--- src/rtl/pipe_datapath_pkg.sv ---
// Shared definitions for the pipelined datapath: opcode encodings, flag
// bit positions and the address-width rule.
package pipe_datapath_pkg;

    localparam logic [3:0] OP_ADD  = 4'd0;
    localparam logic [3:0] OP_SUB  = 4'd1;
    localparam logic [3:0] OP_AND  = 4'd2;
    localparam logic [3:0] OP_OR   = 4'd3;
    localparam logic [3:0] OP_XOR  = 4'd4;
    localparam logic [3:0] OP_NOT  = 4'd5;
    localparam logic [3:0] OP_SHL  = 4'd6;
    localparam logic [3:0] OP_SHR  = 4'd7;
    localparam logic [3:0] OP_PASS = 4'd8;
    localparam logic [3:0] OP_ADC  = 4'd9;
    localparam logic [3:0] OP_SBC  = 4'd10;

    localparam int FLAG_ZERO  = 0;
    localparam int FLAG_CARRY = 1;
    localparam int FLAG_W     = 2;

    function automatic int addr_width(input int regCount);
        return (regCount < 2) ? 1 : $clog2(regCount);
    endfunction

endpackage

--- src/rtl/alu_p.sv ---
// Combinational ALU; arithmetic ops use a one-bit-wider result so the top
// bit is the carry (ADD/ADC) or borrow (SUB/SBC).
module alu_p
    import pipe_datapath_pkg::*;
#(
    parameter int DATA_W = 8
) (
    input  logic [DATA_W-1:0] a,
    input  logic [DATA_W-1:0] b,
    input  logic              carry_in,
    input  logic [3:0]        opcode,
    output logic [DATA_W-1:0] out,
    output logic              zero,
    output logic              carry
);

    logic [DATA_W:0] w_wide;
    logic [DATA_W:0] w_cin;

    assign w_cin = {{DATA_W{1'b0}}, carry_in};

    always_comb begin
        w_wide = '0;
        out    = '0;
        carry  = 1'b0;
        case (opcode)
            OP_ADD: begin
                w_wide = {1'b0, a} + {1'b0, b};
                out    = w_wide[DATA_W-1:0];
                carry  = w_wide[DATA_W];
            end
            OP_SUB: begin
                w_wide = {1'b0, a} - {1'b0, b};
                out    = w_wide[DATA_W-1:0];
                carry  = w_wide[DATA_W];
            end
            OP_AND:  out = a & b;
            OP_OR:   out = a | b;
            OP_XOR:  out = a ^ b;
            OP_NOT:  out = ~a;
            OP_SHL: begin
                out   = {a[DATA_W-2:0], 1'b0};
                carry = a[DATA_W-1];
            end
            OP_SHR: begin
                out   = {1'b0, a[DATA_W-1:1]};
                carry = a[0];
            end
            OP_PASS: out = b;
            OP_ADC: begin
                w_wide = {1'b0, a} + {1'b0, b} + w_cin;
                out    = w_wide[DATA_W-1:0];
                carry  = w_wide[DATA_W];
            end
            OP_SBC: begin
                w_wide = {1'b0, a} - {1'b0, b} - w_cin;
                out    = w_wide[DATA_W-1:0];
                carry  = w_wide[DATA_W];
            end
            default: begin
                out   = '0;
                carry = 1'b0;
            end
        endcase
    end

    assign zero = (out == '0);

endmodule

--- src/rtl/pipe_datapath.sv ---
// Two-stage datapath: EX reads forwarded operands and computes, WB registers
// the result and commits it to the register file one cycle later.
module pipe_datapath
    import pipe_datapath_pkg::*;
#(
    parameter int DATA_W    = 8,
    parameter int REG_COUNT = 16,
    parameter int ADDR_W    = addr_width(REG_COUNT)
) (
    input  logic              clk,
    input  logic              rst_n,
    input  logic              in_valid,
    input  logic              alu_en,
    input  logic [3:0]        opcode,
    input  logic [DATA_W-1:0] user_data,
    input  logic [ADDR_W-1:0] ra_addr,
    input  logic [ADDR_W-1:0] rb_addr,
    input  logic [ADDR_W-1:0] wa_addr,
    input  logic              write_en,
    output logic [DATA_W-1:0] read_a,
    output logic [DATA_W-1:0] read_b,
    output logic              res_valid,
    output logic [ADDR_W-1:0] res_addr,
    output logic [DATA_W-1:0] res_data,
    output logic              zero_flag,
    output logic              carry_flag,
    input  logic [ADDR_W-1:0] dbg_addr,
    output logic [DATA_W-1:0] dbg_data
);

    logic [DATA_W-1:0] r_regs [REG_COUNT];
    logic              r_wbValid;
    logic              r_wbWe;
    logic [ADDR_W-1:0] r_wbAddr;
    logic [DATA_W-1:0] r_wbData;
    logic [FLAG_W-1:0] r_flags;

    logic [DATA_W-1:0] w_aluOut;
    logic              w_aluZero;
    logic              w_aluCarry;
    logic [DATA_W-1:0] w_selData;
    logic              w_wbCommit;

    assign w_wbCommit = r_wbValid && r_wbWe;

    // The WB stage wins over the file so back-to-back dependencies need no bubble.
    always_comb begin
        read_a = '0;
        read_b = '0;
        if (ra_addr != '0) begin
            read_a = (w_wbCommit && (r_wbAddr == ra_addr)) ? r_wbData : r_regs[ra_addr];
        end
        if (rb_addr != '0) begin
            read_b = (w_wbCommit && (r_wbAddr == rb_addr)) ? r_wbData : r_regs[rb_addr];
        end
    end

    alu_p #(.DATA_W(DATA_W)) u_alu (
        .a        (read_a),
        .b        (read_b),
        .carry_in (r_flags[FLAG_CARRY]),
        .opcode   (opcode),
        .out      (w_aluOut),
        .zero     (w_aluZero),
        .carry    (w_aluCarry)
    );

    assign w_selData = alu_en ? w_aluOut : user_data;

    always_ff @(posedge clk or negedge rst_n) begin
        if (!rst_n) begin
            r_wbValid <= 1'b0;
            r_wbWe    <= 1'b0;
            r_wbAddr  <= '0;
            r_wbData  <= '0;
            r_flags   <= '0;
        end else begin
            r_wbValid <= in_valid;
            if (in_valid) begin
                r_wbWe   <= write_en;
                r_wbAddr <= wa_addr;
                r_wbData <= w_selData;
            end
            if (in_valid && alu_en) begin
                r_flags[FLAG_ZERO]  <= w_aluZero;
                r_flags[FLAG_CARRY] <= w_aluCarry;
            end
        end
    end

    // Register 0 is never written, so it stays at its reset value of zero.
    always_ff @(posedge clk or negedge rst_n) begin
        if (!rst_n) begin
            for (int i = 0; i < REG_COUNT; i++) begin
                r_regs[i] <= '0;
            end
        end else if (w_wbCommit && (r_wbAddr != '0)) begin
            r_regs[r_wbAddr] <= r_wbData;
        end
    end

    assign res_valid  = r_wbValid;
    assign res_addr   = r_wbAddr;
    assign res_data   = r_wbData;
    assign zero_flag  = r_flags[FLAG_ZERO];
    assign carry_flag = r_flags[FLAG_CARRY];
    assign dbg_data   = (dbg_addr == '0) ? '0 : r_regs[dbg_addr];

endmodule

--- config.mk ---
export PLATFORM = sky130hd
export DESIGN_NAME = pipe_datapath
export DESIGN_NICKNAME = d
export VERILOG_FILES = /design/src/rtl/pipe_datapath_pkg.sv /design/src/rtl/alu_p.sv /design/src/rtl/pipe_datapath.sv
export SDC_FILE = /design/constraint.sdc
export NUM_CORES = 1
export LEC_CHECK = 0
export ABC_AREA = 1
export ABC_CLOCK_PERIOD_IN_PS = 5700
export CORE_ASPECT_RATIO = 0.5
export CORE_MARGIN = 5
export CORE_UTILIZATION = 55
export CTS_CLUSTER_SIZE = 24
export DETAILED_ROUTE_END_ITERATION = 7
export GPL_TIMING_DRIVEN = 0
export HOLD_SLACK_MARGIN = 0.02
export PLACE_DENSITY = 0.77
export REMOVE_ABC_BUFFERS = 1
export SLEW_MARGIN = 40
export SYNTH_ARGS = -nofsm -noshare
export SYNTH_HDL_FRONTEND = slang
export SYNTH_SLANG_ARGS = --single-unit
--- constraint.sdc ---
create_clock -name clk -period 5.7 [get_ports clk]
set_input_delay 1.14 -clock clk [delete_from_list [all_inputs] [get_ports clk]]
set_output_delay 1.14 -clock clk [all_outputs]
set_load 0.01 [all_outputs]
-- Yosys cells after proc, flatten, opt, wreduce, memory -nomap -nowiden
Cells that the tools add are included.
- logic and storage cells: 82
- flip-flop bits (word level): 144
- multiplexer cells: 20
- bitwise logic cells: 8
- $add $sub $neg: 4
- order comparisons: 5
- reduce and logical (&&, ||, !) cells: 12
- equality and inequality tests: 12
- operators with widths (kind ; number):
    bitwise mux 128 bit ; 1
    two-way mux 8 bit ; 13
    binary-select mux 8 bit (select 4 bit) ; 3
    case mux 8 bit (11 select lines) ; 1
    demux 8 bit (select 4 bit) ; 1
    greater-or-equal comparator 5 bit, second input constant ; 4
    inverter 4 -> 5 bit ; 4
    equality test 4 x 3 -> 1 bit, second input constant ; 4
    equality test 4 bit, second input constant ; 3
    nonzero test 4 bit ; 3
    adder 8 x 8 -> 9 bit ; 1
    adder 9 x 1 -> 9 bit ; 1
    subtractor 8 x 8 -> 9 bit ; 1
    subtractor 9 x 1 -> 9 bit ; 1
    bitwise AND 8 bit ; 1
    equality test 4 x 2 -> 1 bit, second input constant ; 2
    equality test 4 bit ; 2
    zero test 4 bit ; 2
    zero test 8 bit ; 1
    inverter 8 bit ; 1
    bitwise OR 8 bit ; 1
    bitwise XOR 8 bit ; 1
    logical AND 1 bit ; 6
    case mux 1 bit (6 select lines) ; 1
    other kinds (2) ; 2

-- Longest topological paths before layout
- word-level depth: 10
- mapped depth: 31

-- Cells and area by module
From an unflattened synthesis, not the netlist that was laid out.
- cells, all modules: 1998
- area total of the unflattened synthesis: 11788.8 µm²
- by module, submodules not included (module ; seq. area each (µm²) ; area each (µm²) ; times used ; cells each):
    pipe_datapath ; 3603.5 ; 9703.1 ; 1 ; 1582
    alu_p ; 0.0 ; 2085.8 ; 1 ; 416

-- Least setup slack after synthesis
No wires, ideal clock.
- path type: input port to flip-flop
- from: input rb_addr[0]
- to: register r_flags[1]
- slack: 1712 ps
- stages on the path: 23
- arrival: 3923 ps
- path buffers: 3
- data required time: 5635 ps
- cell sequence: buf_4 buf_6 buf_4 o211ai_1 nand3_1 nand3_1 nand2_1 nand2_1 inv_1 ha_1 fa_1 ha_1 inv_1 nor2_1 nand3_1 nor2_1 nand2_1 nor2_1 xor2_1 nand2_1 nand3_1 nand2_1 nand2_1
- word-level cells in the longest chain between the ends: 9
- elaborated cells on any way between the ends: 14
- those cells by class: 4 x add/sub; 1 x eq/ne; 6 x mux; 1 x bitwise; 2 x reduce/logical
- RTL lines (element ; line ; RTL):
    from (decl) ; pipe_datapath.sv:17 ; input logic [ADDR_W-1:0] rb_addr,
    inverter 4 -> 5 bit (not written as such) ; pipe_datapath.sv:54 ; read_b = (w_wbCommit && (r_wbAddr == rb_addr)) ? r_wbData : r_regs[rb_addr];
    binary-select mux 8 bit (select 4 bit) ; pipe_datapath.sv:54 ;
    two-way mux 8 bit (not written as such) (2 in series) ; pipe_datapath.sv:54 ;
    two-way mux 8 bit ; pipe_datapath.sv:54 ;
    two-way mux 8 bit (*) ; pipe_datapath.sv:53 ; if (rb_addr != '0) begin
    via read_b[0] ; pipe_datapath.sv:21 ; output logic [DATA_W-1:0] read_b,
    subtractor 8 x 8 -> 9 bit or adder 8 x 8 -> 9 bit (tied branches) ; n/a ;
    subtractor 9 x 1 -> 9 bit or adder 9 x 1 -> 9 bit (tied branches) ; alu_p.sv:56, alu_p.sv:51 ;
    case mux 1 bit (6 select lines) (*) ; alu_p.sv:26 ; case (opcode)
    to (signal, indexed assignment) ; pipe_datapath.sv:85 ; r_flags[FLAG_ZERO] <= w_aluZero;
    to (signal, indexed assignment) ; pipe_datapath.sv:86 ; r_flags[FLAG_CARRY] <= w_aluCarry;
    to (decl) ; pipe_datapath.sv:36 ; logic [FLAG_W-1:0] r_flags;
Mark *: on every way through the listed nets, which the timed path passes. The rest lies on a longest branch. The select of a mux whose other input is x is not followed.
A chain may end at the register's enable or synchronous reset.

-- Final worst setup path
- from: input rb_addr[2]
- to: output read_b[1]
- word-level cells in the longest chain between the ends: 6
- elaborated cells on any way between the ends: 9
- those cells by class: 1 x eq/ne; 5 x mux; 1 x bitwise; 2 x reduce/logical
- RTL lines (element ; line):
    inverter 4 -> 5 bit (not written as such) ; pipe_datapath.sv:54
    binary-select mux 8 bit (select 4 bit) ; pipe_datapath.sv:54
    two-way mux 8 bit (not written as such) (2 in series) ; pipe_datapath.sv:54
    two-way mux 8 bit ; pipe_datapath.sv:54
    two-way mux 8 bit (*) ; pipe_datapath.sv:53
    to (decl) ; pipe_datapath.sv:21
Mark *: on every way between the ends. The rest lies on a longest branch, timed or not. The select of a mux whose other input is x is not followed.

==> results.sh <==
export IMPL_status="complete, no violations"
export IMPL_relSlewSlack=0.457
export IMPL_tritoncts="yes"
export IMPL_synth_edf_count=0
export IMPL_fin_skew_ns=0.0122
export IMPL_ys_warnings_count=0
export IMPL_critPathMostFrequentCell="nand2_1"
export IMPL_final_hold_violation_count=0
export IMPL_crit_fanout=11
export IMPL_cp_slowest_cell="clkdlybuf4s50_1"
export IMPL_cts_buffers=17
export IMPL_antenna_found_initial=0
export IMPL_required_ns=4.56
export IMPL_avgRoutedWirePerCell_um=18.9
export IMPL_port_buffers=71
export IMPL_hold_buffers=0
export IMPL_worst_skew_pair_late_latency_ns=0.43
export IMPL_synth_top_area_cell="dfrtp_1"
export IMPL_htreeDepth=4
export IMPL_vias_per_cell=6.11
export IMPL_hpwl_mm=27.6
export IMPL_ys_async_sr_fraction=1.00
export IMPL_slew_violations=0
export IMPL_worstPathArrival_ns=4.29
export IMPL_post_cts_repair_setup_buffers=0
export IMPL_die_y_um=112
export IMPL_crit_path_max_incr_delay_ns=0.86
export IMPL_p_per_area_nw_per_um2=312
export IMPL_rsz0062_at_grt="no"
export IMPL_cp_buffers_inverters=4
export IMPL_syn_avg_cell_area_sq_um=6.36
export IMPL_grt_pass1_vias=11700
export IMPL_synthCells=1803
export IMPL_grtUsageTotal=0.320
export IMPL_fin_tns_setup_ns=0
export IMPL_antenna_cells=0
export IMPL_fin_crit_ns=5.43
export IMPL_start_util=0.559
export IMPL_vias=12700
export IMPL_grt_max_degree=85
export IMPL_post_synth_top_area_fraction=0.314
export IMPL_layout_common_cells="nand2_1 (536), o21ai_0 (232), nand3_1 (223)"
export IMPL_worst_hold_path_type="flip-flop to flip-flop"
export IMPL_die_area_sq_um=24000
export IMPL_cts_resized=0
export IMPL_ys_seq_elements=144
export IMPL_synth_top_flop_cell="dfrtp_1"
export IMPL_worstSetupStartpointType="input pin"
export IMPL_cts_root_buf="clkbuf_16"
export IMPL_rows=37
export IMPL_synth_cell_types=43
export IMPL_area_growth_pct=11.0
export IMPL_max_freq_mhz=184
export IMPL_fin_util=0.621
export IMPL_ant_nets=0
export IMPL_synthTopCellsByArea="dfrtp_1 (31%), nand2_1 (18%), o21ai_0 (10%)"
export IMPL_clock_sinks=144
export IMPL_place_congestion=0.943
export IMPL_crit_path_cell_trace="clkdlybuf4s50_1 -> inv_2 -> nor2_2 -> nand3_1 -> nand2_1 -> nor2_1 -> nand2_1 -> nand2_1 -> inv_1 -> clkdlybuf4s50_1"
export IMPL_finalSetupViolations=0
export IMPL_drc=0
export IMPL_regArea_sq_um=3600
export IMPL_nets=1854
export IMPL_worst_pin_slew_ns=0.812
export IMPL_synth_area_sq_um=11500
export IMPL_drtPass1Iterations=8
export IMPL_end_kind="output pin"
export IMPL_path_class="input pin to output pin"
export IMPL_drv_cap=0
export IMPL_final_common_cell="nand2_1"
export IMPL_clkTransAtPathRegs_ns=0.05
export IMPL_coreArea_sq_um=20500
export IMPL_wl_mm=39.3
export IMPL_num_fill_cells=1896
export IMPL_total_power_uw=3980
export IMPL_irDropWorstVdd_mv=0.228
export IMPL_overflow=0
export IMPL_io_pins=72
export IMPL_die_w_um=214
export IMPL_final_layout_size_suffix_gt1_frac=0.0577
export IMPL_seq_area_frac_synth=0.314
export IMPL_power_leakage_uw=0.00610
export IMPL_critical_path_top_delay_family="buffers and inverters"
export IMPL_post_route_period_util=0.952
export IMPL_multi_input_comb_area_sq_um=6620
export IMPL_grt_pass1_wl_mm=62.5
export IMPL_drt_iter0_drc=1813
export IMPL_clock_path_buffers=2
## kinds of logic after synthesis
logic type      after synthesis  share of synthesized area
compound gates              406                      0.194
fa+ha+maj                    30                     0.0340
buf+inv                     288                      0.110
xor+xnor                      7                    0.00665
simple gates                928                      0.342
flops                       144                      0.314
## power breakdown
group / internal (uW) / switching, uW
logic: 468 / 897
registers: 1240 / 191
clock network: 739 / 449
## worst reg2reg max path: stages (launching register included)
cell and delay, ns:
dfrtp_1 0.64, inv_2 0.21, nand2_1 0.10, nand2_1 0.06, nor2_2 0.11, inv_2 0.05, nor2_4 0.35, a21oi_1 0.15
nand2_1 0.19, inv_1 0.14, fa_1 0.44, xnor2_1 0.37, nand3_1 0.18, inv_1 0.09, nand2_1 0.08, inv_1 0.09
nand2_1 0.07, nor2_1 0.13, nand2_1 0.09, nor2_1 0.09, nor2_1 0.05, nor2_1 0.27, nand2_1 0.08, nand2_1 0.07
nand2_1 0.05
## layer usage
layer,track usage,vias to the layer above,routed length [um]
met4,0.105,0,989
met2,0.514,805,17800
met5,0,-,0
met3,0.0771,116,4450
li1,-,5878,-
met1,0.432,5879,16100
## synth_stat cells (3+ instances only)
library cell and count:
nand3b_1 3, nand2_2 19, o22ai_1 12, o21ai_1 8
nor2_2 7, nand3_1 223, buf_6 10, buf_2 22
nand2_1 536, inv_2 12, nand4_1 3, nor2_4 3
ha_1 28, clkbuf_1 59, buf_4 15, a21oi_2 6
xor2_1 3, o21ai_0 232, inv_1 163, a21oi_1 83
buf_1 3, a31oi_1 10, dfrtp_1 144, nor3_1 5
o211ai_1 48, nor2_1 121
## metrics by stage
step / hold slack (ns) / worst slack, ns / instances / area [sq um]
finish: 0.403 / 0.271 / 2075 / 12700
CTS: 0.402 / 0.409 / 2075 / 12700
floorplan: 0.369 / 1.55 / 1693 / 10900
global route: 0.435 / 0.208 / 2075 / 12700
detailed placement: 0.388 / 0.0345 / 2045 / 12100
global placement: 0.393 / -2.67 / 2037 / 11900
## final timing paths
path                              from           to  slack, ns  cells past startpoint
setup / recovery            rb_addr[2]    read_b[1]       0.27                     10
hold / removal             r_regs[125]  r_regs[125]       0.40                      0
setup reg to reg           res_addr[1]  res_data[7]       1.44                     24
hold reg to reg            r_regs[125]  r_regs[125]       0.40                      0
max in group asynchronous        rst_n   r_regs[67]       4.30                      3
min in group asynchronous        rst_n  res_data[7]       0.47                      1
## cell type report
type / count / area share
well taps: 273 / 0.0268
clock inverters: 10 / 0.0128
flip-flops and latches: 144 / 0.283
repair buffers: 79 / 0.0694
multi-input cells: 1371 / 0.520
inverters: 178 / 0.0531
clock buffers: 20 / 0.0351
## sequential cells by signal, summed over array words and instances (netlist names)
register	count
r_flags	2
r_wbWe	1
res_addr	4
res_data	8
res_valid	1
r_regs	128
Note: power is estimated with default switching activity, not from simulation.
